==> src/rtl/tl45_rf_wb_arbiter_if.sv <==
// Writeback bus between the execute/memory producers, decode issue and the
// register-file write-port arbiter.
interface tl45_rf_wb_arbiter_if;
  localparam int unsigned REG_W  = 4;
  localparam int unsigned DATA_W = 32;
  localparam int unsigned NREG   = 16;

  logic              iss_valid;
  logic [REG_W-1:0]  iss_reg;
  logic              iss_ready;

  logic              s0_valid;
  logic [REG_W-1:0]  s0_reg;
  logic [DATA_W-1:0] s0_data;
  logic              s0_ready;

  logic              s1_valid;
  logic [REG_W-1:0]  s1_reg;
  logic [DATA_W-1:0] s1_data;
  logic              s1_ready;

  logic              rf_wr_en;
  logic [REG_W-1:0]  rf_wr_addr;
  logic [DATA_W-1:0] rf_wr_data;
  logic [NREG-1:0]   busy;

  modport slave (
    input  iss_valid, iss_reg, s0_valid, s0_reg, s0_data, s1_valid, s1_reg, s1_data,
    output iss_ready, s0_ready, s1_ready, rf_wr_en, rf_wr_addr, rf_wr_data, busy
  );

  modport master (
    output iss_valid, iss_reg, s0_valid, s0_reg, s0_data, s1_valid, s1_reg, s1_data,
    input  iss_ready, s0_ready, s1_ready, rf_wr_en, rf_wr_addr, rf_wr_data, busy
  );
endinterface

==> src/rtl/tl45_rf_wb_arbiter.sv <==
// TL45 register-file write-port arbiter (ALU vs. load unit) with a per-register
// pending-write scoreboard. Define TL45_WBARB_FIXED_PRIO_EN to give src1 fixed priority.
module tl45_rf_wb_arbiter #(
  parameter int unsigned CNT_W = 2
) (
  input  logic                       clk,
  input  logic                       reset,
  tl45_rf_wb_arbiter_if.slave        bus
);
  localparam int unsigned REG_W  = 4;
  localparam int unsigned DATA_W = 32;
  localparam int unsigned NREG   = 16;
  localparam logic [CNT_W-1:0] CNT_MAX = {CNT_W{1'b1}};

  logic              slot0_valid, slot1_valid;
  logic [REG_W-1:0]  slot0_reg, slot1_reg;
  logic [DATA_W-1:0] slot0_data, slot1_data;

  logic              wr_en_q;
  logic [REG_W-1:0]  wr_addr_q;
  logic [DATA_W-1:0] wr_data_q;

  logic [CNT_W-1:0]  cnt [NREG];

  logic              grant0_c, grant1_c;
  logic              s0_ready_c, s1_ready_c, iss_ready_c;
  logic              inc_c, dec_c;
  logic [NREG-1:0]   inc_vec_c, dec_vec_c, busy_c;

`ifdef TL45_WBARB_FIXED_PRIO_EN
  // Memory side always wins a contest
  always_comb begin
    grant0_c = 1'b0;
    grant1_c = 1'b0;
    grant1_c = slot1_valid;
    grant0_c = slot0_valid && !slot1_valid;
  end
`else
  logic last_grant;

  // Round-robin: on contention the source that did not win last time goes
  always_comb begin
    grant0_c = 1'b0;
    grant1_c = 1'b0;
    if (slot0_valid && slot1_valid) begin
      grant0_c = last_grant;
      grant1_c = !last_grant;
    end else begin
      grant0_c = slot0_valid;
      grant1_c = slot1_valid;
    end
  end

  always_ff @(posedge clk) begin
    if (reset) begin
      last_grant <= 1'b1;
    end else if (slot0_valid && slot1_valid) begin
      last_grant <= grant1_c;
    end
  end
`endif

  assign s0_ready_c = !slot0_valid || grant0_c;
  assign s1_ready_c = !slot1_valid || grant1_c;

  // Holding slots: a granted slot may be refilled on the same edge
  always_ff @(posedge clk) begin
    if (reset) begin
      slot0_valid <= 1'b0;
      slot0_reg   <= '0;
      slot0_data  <= '0;
      slot1_valid <= 1'b0;
      slot1_reg   <= '0;
      slot1_data  <= '0;
    end else begin
      if (bus.s0_valid && s0_ready_c) begin
        slot0_valid <= 1'b1;
        slot0_reg   <= bus.s0_reg;
        slot0_data  <= bus.s0_data;
      end else if (grant0_c) begin
        slot0_valid <= 1'b0;
      end
      if (bus.s1_valid && s1_ready_c) begin
        slot1_valid <= 1'b1;
        slot1_reg   <= bus.s1_reg;
        slot1_data  <= bus.s1_data;
      end else if (grant1_c) begin
        slot1_valid <= 1'b0;
      end
    end
  end

  // Register-file write register; addr/data hold when idle
  always_ff @(posedge clk) begin
    if (reset) begin
      wr_en_q   <= 1'b0;
      wr_addr_q <= '0;
      wr_data_q <= '0;
    end else begin
      wr_en_q <= grant0_c || grant1_c;
      if (grant1_c) begin
        wr_addr_q <= slot1_reg;
        wr_data_q <= slot1_data;
      end else if (grant0_c) begin
        wr_addr_q <= slot0_reg;
        wr_data_q <= slot0_data;
      end
    end
  end

  assign dec_c       = wr_en_q && (wr_addr_q != '0);
  assign iss_ready_c = !((bus.iss_reg != '0) && (cnt[bus.iss_reg] == CNT_MAX) &&
                         !(dec_c && (wr_addr_q == bus.iss_reg)));
  assign inc_c       = bus.iss_valid && iss_ready_c && (bus.iss_reg != '0);

  always_comb begin
    inc_vec_c = '0;
    dec_vec_c = '0;
    busy_c    = '0;
    if (inc_c) inc_vec_c = NREG'(1) << bus.iss_reg;
    if (dec_c) dec_vec_c = NREG'(1) << wr_addr_q;
    for (int unsigned i = 1; i < NREG; i++) begin
      busy_c[i] = (cnt[i] != '0);
    end
  end

  // Pending-write counters; r0 is never tracked, same-edge inc/dec cancel
  always_ff @(posedge clk) begin
    if (reset) begin
      for (int unsigned i = 0; i < NREG; i++) begin
        cnt[i] <= '0;
      end
    end else begin
      for (int unsigned i = 1; i < NREG; i++) begin
        if (inc_vec_c[i] && !dec_vec_c[i]) begin
          cnt[i] <= cnt[i] + CNT_W'(1);
        end else if (dec_vec_c[i] && !inc_vec_c[i] && (cnt[i] != '0)) begin
          cnt[i] <= cnt[i] - CNT_W'(1);
        end
      end
    end
  end

  assign bus.iss_ready  = iss_ready_c;
  assign bus.s0_ready   = s0_ready_c;
  assign bus.s1_ready   = s1_ready_c;
  assign bus.rf_wr_en   = wr_en_q;
  assign bus.rf_wr_addr = wr_addr_q;
  assign bus.rf_wr_data = wr_data_q;
  assign bus.busy       = busy_c;
endmodule

==> src/flat_wrapper.sv <==
// flat-port wrapper written by rule: the top's interface ports become plain ports
module tl45_rf_wb_arbiter_flat 
#(
  parameter int unsigned CNT_W = 2
)
  (clk, reset, bus_iss_valid, bus_iss_reg, bus_s0_valid, bus_s0_reg, bus_s0_data, bus_s1_valid, bus_s1_reg, bus_s1_data, bus_iss_ready, bus_s0_ready, bus_s1_ready, bus_rf_wr_en, bus_rf_wr_addr, bus_rf_wr_data, bus_busy);
  tl45_rf_wb_arbiter_if bus_i ();
  input  logic clk;
  input  logic reset;
  input wire logic [$bits(bus_i.iss_valid)-1:0] bus_iss_valid;
  input wire logic [$bits(bus_i.iss_reg)-1:0] bus_iss_reg;
  input wire logic [$bits(bus_i.s0_valid)-1:0] bus_s0_valid;
  input wire logic [$bits(bus_i.s0_reg)-1:0] bus_s0_reg;
  input wire logic [$bits(bus_i.s0_data)-1:0] bus_s0_data;
  input wire logic [$bits(bus_i.s1_valid)-1:0] bus_s1_valid;
  input wire logic [$bits(bus_i.s1_reg)-1:0] bus_s1_reg;
  input wire logic [$bits(bus_i.s1_data)-1:0] bus_s1_data;
  output wire logic [$bits(bus_i.iss_ready)-1:0] bus_iss_ready;
  output wire logic [$bits(bus_i.s0_ready)-1:0] bus_s0_ready;
  output wire logic [$bits(bus_i.s1_ready)-1:0] bus_s1_ready;
  output wire logic [$bits(bus_i.rf_wr_en)-1:0] bus_rf_wr_en;
  output wire logic [$bits(bus_i.rf_wr_addr)-1:0] bus_rf_wr_addr;
  output wire logic [$bits(bus_i.rf_wr_data)-1:0] bus_rf_wr_data;
  output wire logic [$bits(bus_i.busy)-1:0] bus_busy;
  assign bus_i.iss_valid = bus_iss_valid;
  assign bus_i.iss_reg = bus_iss_reg;
  assign bus_i.s0_valid = bus_s0_valid;
  assign bus_i.s0_reg = bus_s0_reg;
  assign bus_i.s0_data = bus_s0_data;
  assign bus_i.s1_valid = bus_s1_valid;
  assign bus_i.s1_reg = bus_s1_reg;
  assign bus_i.s1_data = bus_s1_data;
  assign bus_iss_ready = bus_i.iss_ready;
  assign bus_s0_ready = bus_i.s0_ready;
  assign bus_s1_ready = bus_i.s1_ready;
  assign bus_rf_wr_en = bus_i.rf_wr_en;
  assign bus_rf_wr_addr = bus_i.rf_wr_addr;
  assign bus_rf_wr_data = bus_i.rf_wr_data;
  assign bus_busy = bus_i.busy;
  tl45_rf_wb_arbiter #(.CNT_W(CNT_W)) u_core (.clk(clk), .reset(reset), .bus(bus_i));
endmodule
==> config.mk <==
export PLATFORM = sky130hd
export DESIGN_NAME = tl45_rf_wb_arbiter_flat
export DESIGN_NICKNAME = d
export VERILOG_FILES = /design/src/rtl/tl45_rf_wb_arbiter_if.sv /design/src/rtl/tl45_rf_wb_arbiter.sv /design/src/flat_wrapper.sv
export SDC_FILE = /design/constraint.sdc
export NUM_CORES = 1
export LEC_CHECK = 0
export BUFFER_PORTS_ARGS = -buffer_cell sky130_fd_sc_hd__clkbuf_2
export CAP_MARGIN = 10
export CORE_MARGIN = 2
export CORE_UTILIZATION = 53
export DETAILED_ROUTE_END_ITERATION = 10
export GPL_ROUTABILITY_DRIVEN = 1
export HOLD_SLACK_MARGIN = 0.15
export PLACE_DENSITY = 0.77
export SLEW_MARGIN = 10
export SYNTH_ARGS = -nofsm -noshare
export SYNTH_HDL_FRONTEND = slang
export SYNTH_SLANG_ARGS = --single-unit
==> constraint.sdc <==
create_clock -name clk -period 2.93 [get_ports clk]
set_clock_uncertainty 0.2 [all_clocks]
set_input_delay 0.586 -clock clk [delete_from_list [all_inputs] [get_ports clk]]
set_output_delay 0.586 -clock clk [all_outputs]
set_load 0.02 [all_outputs]
== Yosys cells after proc, flatten, opt, wreduce, memory -nomap -nowiden ==
Memory sizes are Yosys's and may differ from the RTL's.
Index checks and enable logic that the tools add are counted.
Widths: inputs -> output; s select.
Word-level totals
  memories kept: 1
  register bits after elaboration: 112
  logic and storage cells: 336
  bits of input ports: 81
  RAM bits: 32
  output and inout bits: 56
Memory list
  u_core.cnt: words 16, width 2, rd ports 16, clocked after Yosys merged registers in 0, write ports 16, RTL line tl45_rf_wb_arbiter.sv:23  | logic [CNT_W-1:0] cnt [NREG];
Operators by class
  reductions and logical operators: 112
  bitwise gates (word level): 30
  equal/unequal tests: 2
  mux-type cells: 149
  shifts and indexed selects: 2
  $add $sub $neg: 30
Operators by type and width (number)
  $mux 1: 113
  $mux 32: 2
  $mux 2: 30
  $logic_and 1x1->1: 54
  $reduce_bool 2->1: 18
  $logic_not 1->1: 35
  $mux 16: 2
  $shl 1x4->16 const A: 2
  $add 2x1->2 const B: 15
  $or 1x1->1: 30
  $sub 2x1->2 const B: 15
  $mux 4: 2
  $reduce_bool 4->1: 2
  $eq 4x4->1: 1
  $logic_or 1x1->1: 3
  $eq 2x2->1 const B: 1

== Logic depth before layout (Yosys ltp) ==
Gate-level depths: netlist (run 1).
  depth in word-level cells: 17
  depth in mapped cells: 8
  mapped depth without buffers: 6

== Worst setup path before layout (run 1) ==
Ideal clock, no wire load.
  path kind: input-to-output
  start point: input port bus_iss_reg[0]
  end point: output port bus_iss_ready
  stages: 8
  buffers on the path: 2
  arrival time: 1.980 ns
  setup slack: 0.164 ns
  path through: buf_2 xor2_1 nor3_1 a211oi_4 nand2_2 buf_2 nor2_1 a21oi_1
On the way
  word-level cells in the longest chain between the ends: 5
  elaborated cells between the ends (all ways): 9
RTL lines
  start, declared: RTL line flat_wrapper.sv:11  | input wire logic [$bits(bus_i.iss_reg)-1:0] bus_iss_reg;
  $mem_v2 16x2 / $eq 4x4->1 (equally long branches)
  $eq 2x2->1 / $logic_and 1x1->1 (equally long branches): RTL line tl45_rf_wb_arbiter.sv:112, tl45_rf_wb_arbiter.sv:113
  $logic_and 1x1->1 / $logic_not 1->1 (equally long branches): RTL line tl45_rf_wb_arbiter.sv:112, tl45_rf_wb_arbiter.sv:113
  $logic_and 1x1->1 *: RTL line tl45_rf_wb_arbiter.sv:112  | assign iss_ready_c = !((bus.iss_reg != '0) && (cnt[bus.iss_reg] == CNT_MAX) &&
  $logic_not 1->1 *: RTL line tl45_rf_wb_arbiter.sv:112
  end, declared: RTL line flat_wrapper.sv:18  | output wire logic [$bits(bus_i.iss_ready)-1:0] bus_iss_ready;
Mark *: on every way between the ends. The rest lies on a longest branch, timed or not.

== Final worst setup path (run 1) ==
  start point: register u_core.wr_addr_q[0], in the netlist u_core.bus.rf_wr_addr[0]
  end point: output port bus_iss_ready
On the way
  word-level cells in the longest chain between the ends: 6
  elaborated cells between the ends (all ways): 7
RTL lines
  start, declared: RTL line tl45_rf_wb_arbiter.sv:20  | logic [REG_W-1:0] wr_addr_q;
  start signal, assigned: RTL line tl45_rf_wb_arbiter.sv:102  | wr_addr_q <= slot1_reg;
  start signal, assigned: RTL line tl45_rf_wb_arbiter.sv:105  | wr_addr_q <= slot0_reg;
  $reduce_bool 4->1: RTL line tl45_rf_wb_arbiter.sv:111  | assign dec_c = wr_en_q && (wr_addr_q != '0);
  $logic_and 1x1->1: RTL line tl45_rf_wb_arbiter.sv:111
  $logic_and 1x1->1 *: RTL line tl45_rf_wb_arbiter.sv:113  | !(dec_c && (wr_addr_q == bus.iss_reg)));
  $logic_not 1->1 *: RTL line tl45_rf_wb_arbiter.sv:113
  $logic_and 1x1->1 *: RTL line tl45_rf_wb_arbiter.sv:112
  $logic_not 1->1 *: RTL line tl45_rf_wb_arbiter.sv:112
Marked as above.

==> key figures, run 1 <==
Setup path
  – Critical Path Start: u_core.bus.rf_wr_addr[0]
  – R2r setup slk: 0.39 ns
  – Req. time, crit path: between 2 and 2.5 ns
  – WS Path Type: reg -> out
  – Worst EP arrival: between 2 and 2.5 ns
  – CP endpoint kind: primary output
  – RR Endpoint: u_core.cnt[15][1]
  – CP Capture Point: bus_iss_ready
  – Crit-path max FO: 6
  – Worst reg2reg path depth: 6
  – RR Startpoint: u_core.cnt[12][0]
  – CP startpoint kind: flop

STA
  – Final Hold Viols: 0
  – Fin crit share: 0.971
  – Setup tns final: 0 ns
  – Endpoints failing setup: 0
  – Normalized max-slew margin: 0.530
  – Slew Viols, Final: 0
  – Final critical-path required period: ~2.8 ns
  – Slew @ Worst Pin: just over 0.7 ns
  – Min Hold Slack: ~0.19 ns
  – Max frequency: 0.351 GHz

Finish
  – Most frequent cells in the layout: 182 x nand2_1, 134 x clkbuf_2, 110 x dfxtp_1
  – Most common cell after layout, fill and taps aside: nand2_1
  – # diodes: 0
  – Final #Nets: ~1,000
  – Area added between synthesis and finish: 20.8%
  – Fill count: 1,110
  – Share of cells above drive strength 1: 0.272
  – Core Util, Final: 0.660

Synthesis
  – Cell Area, Synth: around 7000 um^2
  – FF+latch count, synth: 142
  – Post-synth EDFFs: 30
  – Ys flop type: dfxtp_1
  – Syn. warnings: 0
  – Synth async-reset ratio: 0
  – Post-Syn Instances: approximately 840
  – Yosys cell types: 74
  – Sequential area share after synthesis: 0.454
  – Avg Inst Size Synth: between 8 and 9 um^2
  – Syn nets: about 900

Global routing
  – Initial antenna violation count: 0
  – Tot GR Track Use: 0.267
  – GRT overflow: 0
  – First-pass GRT wire length: slightly above 30,000 um
  – Met1 Use GR: 0.344
  – Pin count of the biggest net entering global routing: 41
  – Global Route met2 Usage: 0.429
  – Met3 Use GR: 0.0608
  – GR peak layer: met2
  – Vias in the first global route: 6,228

Floorplan
  – Ports: 137
  – Core area: 12,700 um^2
  – DIE HEIGHT: about 120 um
  – Die span in x: around 120 um
  – Die area: about 14,000 um^2
  – Initial Utilization: 0.546
  – # rows: 41

Job
  – Max Cap Viol: 0

Placement
  – Buffers on Ports: roughly 140
  – RD Place Congestion: roughly 0.97
  – Hpwl dp: about 12,000 um

Clocking
  – Clock tree buffer depth: 2
  – Hold Buf Count CTS: 0
  – H-tree Lvls: 4
  – Clk_lat worst skew: between 0.4 and 0.5 ns
  – TritonCTS buffer count: 17
  – CTS root buffer: clkbuf_16
  – CTS tree: yes
  – Clk slew on worst S/H paths: approximately 0.06 ns
  – Clk sink count: between 100 and 150

Drt
  – Vias: ~6,500
  – Routed WL: about 19,000 um
  – Vias per cell: between 5 and 6
  – DR WL/cell: 16.2 um
  – ANT nets after route: 0
  – Drt drc: 0
  – First-pass DRT Iterations: 5
  – Iter 0 DRT Violations: roughly 570

Worst hold path
  – Worst hold path type: in -> reg

Outcome
  – Status: complete, no violations

Power
  – VDD IR max: 0.405 mV
  – Leak: ~3.4 nW
  – Power Density: ~600 nW/um^2
[how the worst min path moves through the flow]
stage | startpoint | to | slack, ns | depth (start not counted)
2_1_floorplan | u_core.slot0_data[0] | u_core.slot0_data[0] | 0.24 | 2
3_3_place_gp | u_core.slot0_data[30] | u_core.slot0_data[30] | 0.24 | 2
3_5_place_dp | u_core.slot0_data[21] | u_core.slot0_data[21] | 0.25 | 2
4_1_cts | bus_s0_data[25] | u_core.slot0_data[25] | 0.17 | 3
5_1_grt | bus_s0_data[20] | u_core.slot0_data[20] | 0.18 | 3
6_report | bus_s1_data[9] | u_core.slot1_data[9] | 0.19 | 3
[where the power goes]
group / internal (W) / switching, W
registers: 0.00212 / 0.0000991
logic: 0.000268 / 0.000402
clock network: 0.00123 / 0.000809
[cell type report]
type	count	area, um^2	share of cell area
inverters	10	37.5	0.00449
repair buffers	161	886	0.106
clock inverters	10	86.3	0.0103
flip-flops and latches	142	3150	0.376
well taps	172	215	0.0257
multi-input cells	624	3520	0.421
clock buffers	21	472	0.0564
[kinds of logic (layout without fill, tap and decap cells)]
| group | Yosys count | after routing | share of synthesized area |
|---|---|---|---|
| and+or+nand+nor | 358 | 358 | 0.232 |
| buffers and inverters | 69 | 202 | 0.0411 |
| DFF | 142 | 142 | 0.454 |
| muxes | 42 | 42 | 0.0675 |
| xor gates and xnor gates | 11 | 11 | 0.0150 |
| AOI/OAI and AO/OA | 211 | 211 | 0.188 |
| adders and majority gates | 1 | 1 | 0.00181 |
| other | 1 | 1 | 0.000542 |
[metal layers]
layer  vias to the layer above  wire, um
met2                       280      8650
met1                      3050      8070
met4                         0       406
met3                        32      1380
met5                         -         0
li1                       3169         -
[timing repair]
| item | CTS | global route |
|---|---|---|
| setup buffers | 0 | 0 |
| gates resized for setup | 0 | 6 |
| endpoints found under the setup margin | 0 | 1 |
[per-stage QoR]
stage | power (W) | cells | worst slack (ns) | cell area (um^2)
final | 0.00493 | 1140 | 0.0846 | 8360
after CTS | 0.00494 | 1140 | 0.00801 | 8330
after detailed placement | 0.00291 | 1109 | 0.00183 | 7770
after floorplan | 0.00267 | 835 | 0.164 | 6920
after global placement | 0.00290 | 1109 | 0.0428 | 7770
after global routing | 0.00512 | 1140 | -0.0398 | 8360
[synth_stat cells (7+ instances only)]
| cell | number | share of area |
|---|---|---|
| a21oi_1 | 85 | 0.061 |
| buf_2 | 7 | 0.0051 |
| clkbuf_1 | 43 | 0.023 |
| dfxtp_1 | 112 | 0.32 |
| edfxtp_1 | 30 | 0.13 |
| inv_1 | 10 | 0.0054 |
| mux2_2 | 37 | 0.060 |
| nand2_1 | 182 | 0.099 |
| nand3_1 | 17 | 0.012 |
| nor2_1 | 80 | 0.043 |
| nor3_1 | 15 | 0.011 |
| o211ai_1 | 12 | 0.013 |
| o21ai_0 | 41 | 0.030 |
| o22ai_1 | 34 | 0.031 |
| or2_2 | 15 | 0.014 |
[critical path, cell delays in order, from the launching register on]
cell	delay, ns
dfxtp_1	0.54
nor3_1	0.13
nor3b_2	0.30
a211oi_4	0.12
nand2_2	0.12
nor2_1	0.06
a21oi_1	0.18
clkbuf_2	0.21
Power figures use the tool's default switching activity.
==> inputs of run 2 (changes only) <==
PLACE_DENSITY = 0.82   (was 0.77)
==> key figures, run 2 (synthesis results as in run 1) <==
Worst hold path
  – Hold depth: 3 (unchanged)
  – Worst hold path type: in -> reg

Setup path
  – Crit-path cells: nand3_1, a31o_1, a211oi_4, nand2_2, nor2_1, a21oi_1, clkbuf_2
  – Req. time, crit path: 2.14 ns (about the same)
  – CP max stage cell: edfxtp_1
  – Crit-path max FO: 5 (-1)
  – CP endpoint kind: primary output
  – CP startpoint kind: flop
  – WS Path Type: reg -> out
  – Worst EP arrival: 2.04 ns (-0.02 ns)
  – Critical path's largest stage delay: 0.48 ns (-0.06 ns)
  – Worst reg2reg path depth: 5 (-1)

STA
  – Endpoints failing setup: 0 (unchanged)
  – Min Hold Slack: 0.184 ns (-0.00336 ns)
  – Fin crit share: 0.966 (-0.00554)
  – Post-route setup slack: 0.101 ns (+0.0162 ns)
  – Final critical-path required period: 2.83 ns (-0.0162 ns)
  – Setup tns final: 0 ns (unchanged)
  – Normalized max-slew margin: 0.537 (+0.00677)
  – Slew Viols, Final: 0 (unchanged)
  – Final Hold Viols: 0 (unchanged)
  – Slew @ Worst Pin: 0.690 ns (-0.0138 ns)
  – Max frequency: 0.353 GHz (+0.57%)

Finish
  – Most common cell after layout, fill and taps aside: nand2_1
  – Most frequent cells in the layout: 182 x nand2_1, 133 x clkbuf_2, 108 x dfxtp_1
  – Core Util, Final: 0.660 (+0.000691)
  – Final instance area: 8370 um^2 (+0.10%)
  – Area added between synthesis and finish: 20.9%
  – Share of cells above drive strength 1: 0.273 (+0.00178)
  – # diodes: 0 (unchanged)
  – Final #Nets: 1,038 (unchanged)
  – Fill count: 1,068 (-3.8%)

Placement
  – Area after DPL: 7780 um^2 (about the same)
  – RD Place Congestion: 0.921 (-4.7%)
  – Hpwl dp: 12,700 um (+2.4%)
  – Post-place setup slack: 0.0346 ns (+0.0327 ns)
  – Buffers on Ports: 135 (unchanged)

Global routing
  – First-pass GRT wire length: 30,700 um (+1.4%)
  – Vias in the first global route: 6,359 (+2.1%)
  – Initial antenna violation count: 0 (unchanged)
  – GRT overflow: 0 (unchanged)
  – Tot GR Track Use: 0.272 (+0.00481)
  – Pin count of the biggest net entering global routing: 60 (+46%)

Outcome
  – Status: complete, no violations

Floorplan
  – Die span in x: 118 um (unchanged)
  – Ports: 137 (unchanged)
  – Initial Utilization: 0.546 (unchanged)
  – DIE HEIGHT: 118 um (unchanged)
  – Core area: 12,700 um^2 (unchanged)
  – # rows: 41 (unchanged)
  – Die area: 14,000 um^2 (unchanged)

Power
  – Power Density: 589 nW/um^2 (-0.12%)
  – Psw: 0.00134 W (+2.4%)
  – Leak: 3.44 nW (+0.12%)
  – Internal: 0.00359 W (-0.88%)
  – Switching fraction of total power: 0.272 (+0.00637)
  – Combinational power share: 0.138 (+0.002)
  – Sequential power share: 0.450 (about the same)
  – VDD IR max: 0.418 mV (+3.3%)
  – Clk pwr share: 0.412 (-0.002)

Drt
  – Iter 0 DRT Violations: 564 (-0.35%)
  – DR WL/cell: 16.8 um (+3.2%)
  – Routed WL: 19,100 um (+3.3%)
  – Vias: 6,578 (+0.72%)
  – First-pass DRT Iterations: 6 (+1)
  – Vias per cell: 5.77 (+0.63%)
  – ANT nets after route: 0 (unchanged)
  – Drt drc: 0 (unchanged)

Clocking
  – TritonCTS buffer count: 17 (unchanged)
  – Clk_lat worst skew: 0.42 ns (about the same)
  – Clk sink count: 142 (unchanged)
  – H-tree Lvls: 4 (unchanged)
  – CTS tree: yes
  – Hold Buf Count CTS: 0 (unchanged)
  – CTS root buffer: clkbuf_16
  – Clock tree buffer depth: 2 (unchanged)
  – Clk slew on worst S/H paths: 0.06 ns (about the same)

Job
  – Max Cap Viol: 0 (unchanged)
[run 2: area by class of cell]
class	count	area, um^2	area share
clock buffer	20	447	0.0534
inverter	10	37.5	0.00449
timing repair buffer	161	898	0.107
tap	172	215	0.0257
sequential	142	3150	0.377
multi-input combinational	624	3510	0.420
clock inverter	12	108	0.0129
[run 2: path summary, 6_finish.rpt]
check                                 from               endpoint  slack [ns]
setup reg to reg  u_core.bus.rf_wr_addr[3]      u_core.cnt[13][1]        0.29
hold reg to reg      u_core.slot0_data[13]  u_core.slot0_data[13]        0.26
setup / recovery          u_core.cnt[7][0]          bus_iss_ready        0.10
hold / removal             bus_s1_data[23]  u_core.slot1_data[23]        0.18
[run 2: through the flow]
stage          std cells  total power (W)
4_1_cts             1140          0.00494
2_1_floorplan        835          0.00267
6_report            1141          0.00493
5_1_grt             1141          0.00512
3_5_place_dp        1108          0.00292
3_3_place_gp        1108          0.00290
[run 2: layer usage]
| metal | wire length (um) | GRT usage |
|---|---|---|
| met5 | 0 | 0 |
| met3 | 1540 | 0.0753 |
| met2 | 9580 | 0.467 |
| met4 | 416 | 0.111 |
| met1 | 7590 | 0.320 |
[run 2: timing repair]
action	in CTS	in global routing
setup buffers	0	1
resized for setup	4	4
pin swaps	0	1
endpoints found under the setup margin	1	1
[run 2: worst max-delay path, delay by kind of cell, from the launching register on]
family | cells | cell delay [ns]
compound gates | 3 | 0.60
flops | 1 | 0.48
simple gates | 3 | 0.38
buf+inv | 1 | 0.16
[run 2: power by group through the flow]
stage               registers (W)  logic, W  clock network [W]
detailed placement        0.00225  0.000662                  0
CTS                       0.00221  0.000671            0.00206
global route              0.00223  0.000740            0.00214
global placement          0.00225  0.000649                  0
finish                    0.00222  0.000678            0.00203
floorplan                 0.00226  0.000412                  0
==> inputs of run 3 (changes only) <==
ABC_AREA = 1   (was unset)
==> key figures, run 3 <==
Setup path
  – Crit-path max FO: 18 (+13)
  – Critical path's largest stage delay: 0.47 ns (about the same)
  – Crit-path cells: inv_1, nand2_1, nand2_1, nor2_1, nand3_1, nand2_1, inv_1, nand3_4, clkbuf_2
  – CP max stage cell: dfxtp_1
  – Crit-path most repeated cell: nand2_1
  – CP endpoint kind: primary output
  – Crit. path cell count: 9 (+2)
  – WS Path Type: reg -> out
  – RR Endpoint: u_core.cnt[8][1]
  – Worst reg2reg path depth: 11 (+6)
  – Worst EP arrival: 1.94 ns (-0.10 ns)
  – Critical path buffer and inverter count: 3 (+2)
  – RR Startpoint: u_core.bus.rf_wr_addr[1]
  – CP startpoint kind: flop
  – Req. time, crit path: 2.14 ns (about the same)
  – R2r setup slk: 0.61 ns (+0.32 ns)
  – Delay-heaviest family, CP: simple AND/OR/NAND/NOR gates

Finish
  – # diodes: 0 (unchanged)
  – Core Util, Final: 0.654 (-0.00636)
  – Most frequent cells in the layout: 235 x nand2_1, 135 x clkbuf_2, 126 x nor2_1
  – Area added between synthesis and finish: 20.7%
  – Final #Nets: 1,163 (+12%)
  – Final instance area: 8220 um^2 (-1.8%)
  – Share of cells above drive strength 1: 0.183 (-0.0905)
  – Most common cell after layout, fill and taps aside: nand2_1
  – Non-Filler Instances: 1,265 (+11%)
  – Fill count: 1,123 (+5.1%)

Floorplan
  – Die area: 13,800 um^2 (-1.5%)
  – Initial Utilization: 0.542 (-0.00430)
  – # rows: 41 (unchanged)
  – DIE HEIGHT: 117 um (-0.77%)
  – Die span in x: 117 um (-0.77%)
  – Ports: 137 (unchanged)
  – Core area: 12,600 um^2 (-0.81%)

STA
  – Endpoints failing setup: 0 (unchanged)
  – RSZ-0062 raised after global routing: no
  – Slew Viols, Final: 0 (unchanged)
  – Final critical-path required period: 2.73 ns (-0.0996 ns)
  – Normalized max-slew margin: 0.531 (-0.00535)
  – Max frequency: 0.366 GHz (+3.6%)
  – Final Hold Viols: 0 (unchanged)
  – Fin crit share: 0.932 (-0.0340)
  – Setup tns final: 0 ns (unchanged)
  – Slew @ Worst Pin: 0.698 ns (+0.00797 ns)

Synthesis
  – Avg Inst Size Synth: 7.09 um^2 (-14%)
  – Post-synth top area share: 0.329 (+0.00524)
  – Post-Syn Instances: 960 (+15%)
  – Post-synth EDFFs: 30 (unchanged)
  – Yosys cell types: 27 (-64%)
  – Syn. warnings: 0 (unchanged)
  – Ranking of synthesized cells by area: dfxtp_1 33%, edfxtp_1 13%, nand2_1 13%, nor2_1 7.1%, inv_1 5.8%
  – Cell Area, Synth: 6810 um^2 (-1.6%)
  – FF+latch count, synth: 142 (unchanged)
  – Synth top cells by count: 235 x nand2_1, 128 x nor2_1, 112 x dfxtp_1, 106 x inv_1, 72 x o21ai_0
  – Ys flop type: dfxtp_1
  – Syn nets: 1,042 (+14%)
  – Top-count cell post-synth: nand2_1
  – Cell taking the most area after synthesis: dfxtp_1
  – Synth async-reset ratio: 0 (unchanged)
  – Sequential area share after synthesis: 0.462 (+0.00735)

Clocking
  – Hold Buf Count CTS: 0 (unchanged)
  – TritonCTS buffer count: 17 (unchanged)
  – CTS root buffer: clkbuf_16
  – H-tree Lvls: 4 (unchanged)
  – Clock tree buffer depth: 2 (unchanged)
  – Setup bufs post-CTS: 0 (unchanged)
  – Clk sink count: 142 (unchanged)
  – Resize count post-CTS: 0 (-4)
  – Clk_lat worst skew: 0.42 ns (about the same)
  – Clk slew on worst S/H paths: 0.06 ns (about the same)
  – CTS tree: yes

Placement
  – Buffers on Ports: 135 (unchanged)
  – Dpl cells: 1,234 (+11%)
  – Hpwl dp: 12,300 um (-3.2%)
  – RD Place Congestion: 0.942 (+2.2%)
  – Area after DPL: 7660 um^2 (-1.5%)

Global routing
  – Pin count of the biggest net entering global routing: 66 (+10%)
  – Tot GR Track Use: 0.264 (-0.00839)
  – GRT overflow: 0 (unchanged)
  – Vias in the first global route: 6,371 (+0.19%)
  – Initial antenna violation count: 0 (unchanged)
  – First-pass GRT wire length: 29,800 um (-3.0%)

Worst hold path
  – Hold wc startpoint: bus_s1_reg[0]
  – Hold endpoint: u_core.slot1_reg[0]
  – Worst hold path type: in -> reg
  – Hold depth: 3 (unchanged)

Power
  – Sequential power share: 0.452 (+0.002)
  – Power Density: 594 nW/um^2 (+0.75%)
  – Leak: 3.91 nW (+14%)
  – VDD IR max: 0.397 mV (-4.9%)
  – Clk pwr share: 0.418 (+0.006)
  – Combinational power share: 0.130 (-0.008)
  – Internal: 0.00359 W (about the same)
  – Psw: 0.00129 W (-3.7%)
  – Switching fraction of total power: 0.265 (-0.00726)

Drt
  – DR WL/cell: 13.9 um (-17%)
  – First-pass DRT Iterations: 5 (-1)
  – ANT nets after route: 0 (unchanged)
  – Routed WL: 17,500 um (-8.3%)
  – Vias per cell: 5.21 (-9.7%)
  – Iter 0 DRT Violations: 475 (-16%)
  – Vias: 6,589 (+0.17%)
  – Drt drc: 0 (unchanged)

Job
  – Max Cap Viol: 0 (unchanged)

Outcome
  – Status: complete, no violations
run 3: cell types whose count changed after synthesis, moves of 34 or more:
cell | before | now
inv_1 | 10 | 106
mux2_2 | 37 | 0
nand2_1 | 182 | 235
nand3_1 | 17 | 64
nor2_1 | 80 | 128
o22ai_1 | 34 | 0
run 3: tightest hold or removal path, delay by kind of cell:
family,cells,cell delay [ns]
buf+inv,1,0.07
simple gates,1,0.07
compound gates,1,0.07
run 3: layout make-up:
cell class / instances / area (um^2) / area share
Clock buffer: 22 / 475 / 0.0578
Timing Repair Buffer: 156 / 871 / 0.106
Multi-Input combinational cell: 650 / 3000 / 0.365
Tap cell: 172 / 215 / 0.0262
Inverter: 114 / 429 / 0.0522
Sequential cell: 142 / 3140 / 0.382
Clock inverter: 9 / 82.6 / 0.0100
run 3: worst max path at each step:
stage	endpoint	startpoint	slack, ns
6_report	bus_iss_ready	u_core.bus.rf_wr_addr[1]	0.20
5_1_grt	bus_iss_ready	u_core.bus.rf_wr_addr[1]	0.05
4_1_cts	bus_iss_ready	u_core.bus.rf_wr_addr[1]	0.21
3_5_place_dp	u_core.cnt[6][0]	bus_iss_reg[0]	0.25
3_3_place_gp	bus_iss_ready	bus_iss_reg[0]	0.29
2_1_floorplan	bus_iss_ready	bus_iss_reg[1]	0.68
run 3: cells by family (layout without fill, tap and decap cells):
| family | after synthesis | count (layout) | share of synthesized area |
|---|---|---|---|
| flip-flops | 142 | 142 | 0.462 |
| other | 1 | 1 | 0.000551 |
| AND/OR/NAND/NOR | 464 | 464 | 0.282 |
| buffers and inverters | 168 | 301 | 0.0996 |
| AO/OA/AOI/OAI | 175 | 175 | 0.143 |
| XOR/XNOR | 9 | 9 | 0.0116 |
| adder cells (fa/ha/maj) | 1 | 1 | 0.00184 |
run 3: layer usage:
metal	GRT usage	wire length (um)
met5	0	0
met1	0.326	7350
met2	0.429	8290
met3	0.0715	1400
met4	0.121	509
run 3: through the flow:
stage	power (W)	hold WS [ns]	worst slack (ns)
CTS	0.00490	0.207	0.207
global route	0.00508	0.227	0.0534
floorplan	0.00265	0.229	0.675
global placement	0.00286	0.237	0.294
finish	0.00488	0.211	0.200
detailed placement	0.00288	0.243	0.250
run 3: power by group through the flow:
stage	Clock [W]	Combinational (W)	Sequential [W]
6_report	0.00204	0.000633	0.00221
4_1_cts	0.00206	0.000634	0.00221
5_1_grt	0.00215	0.000715	0.00222
3_3_place_gp	0	0.000617	0.00224
3_5_place_dp	0	0.000629	0.00225
2_1_floorplan	0	0.000397	0.00226
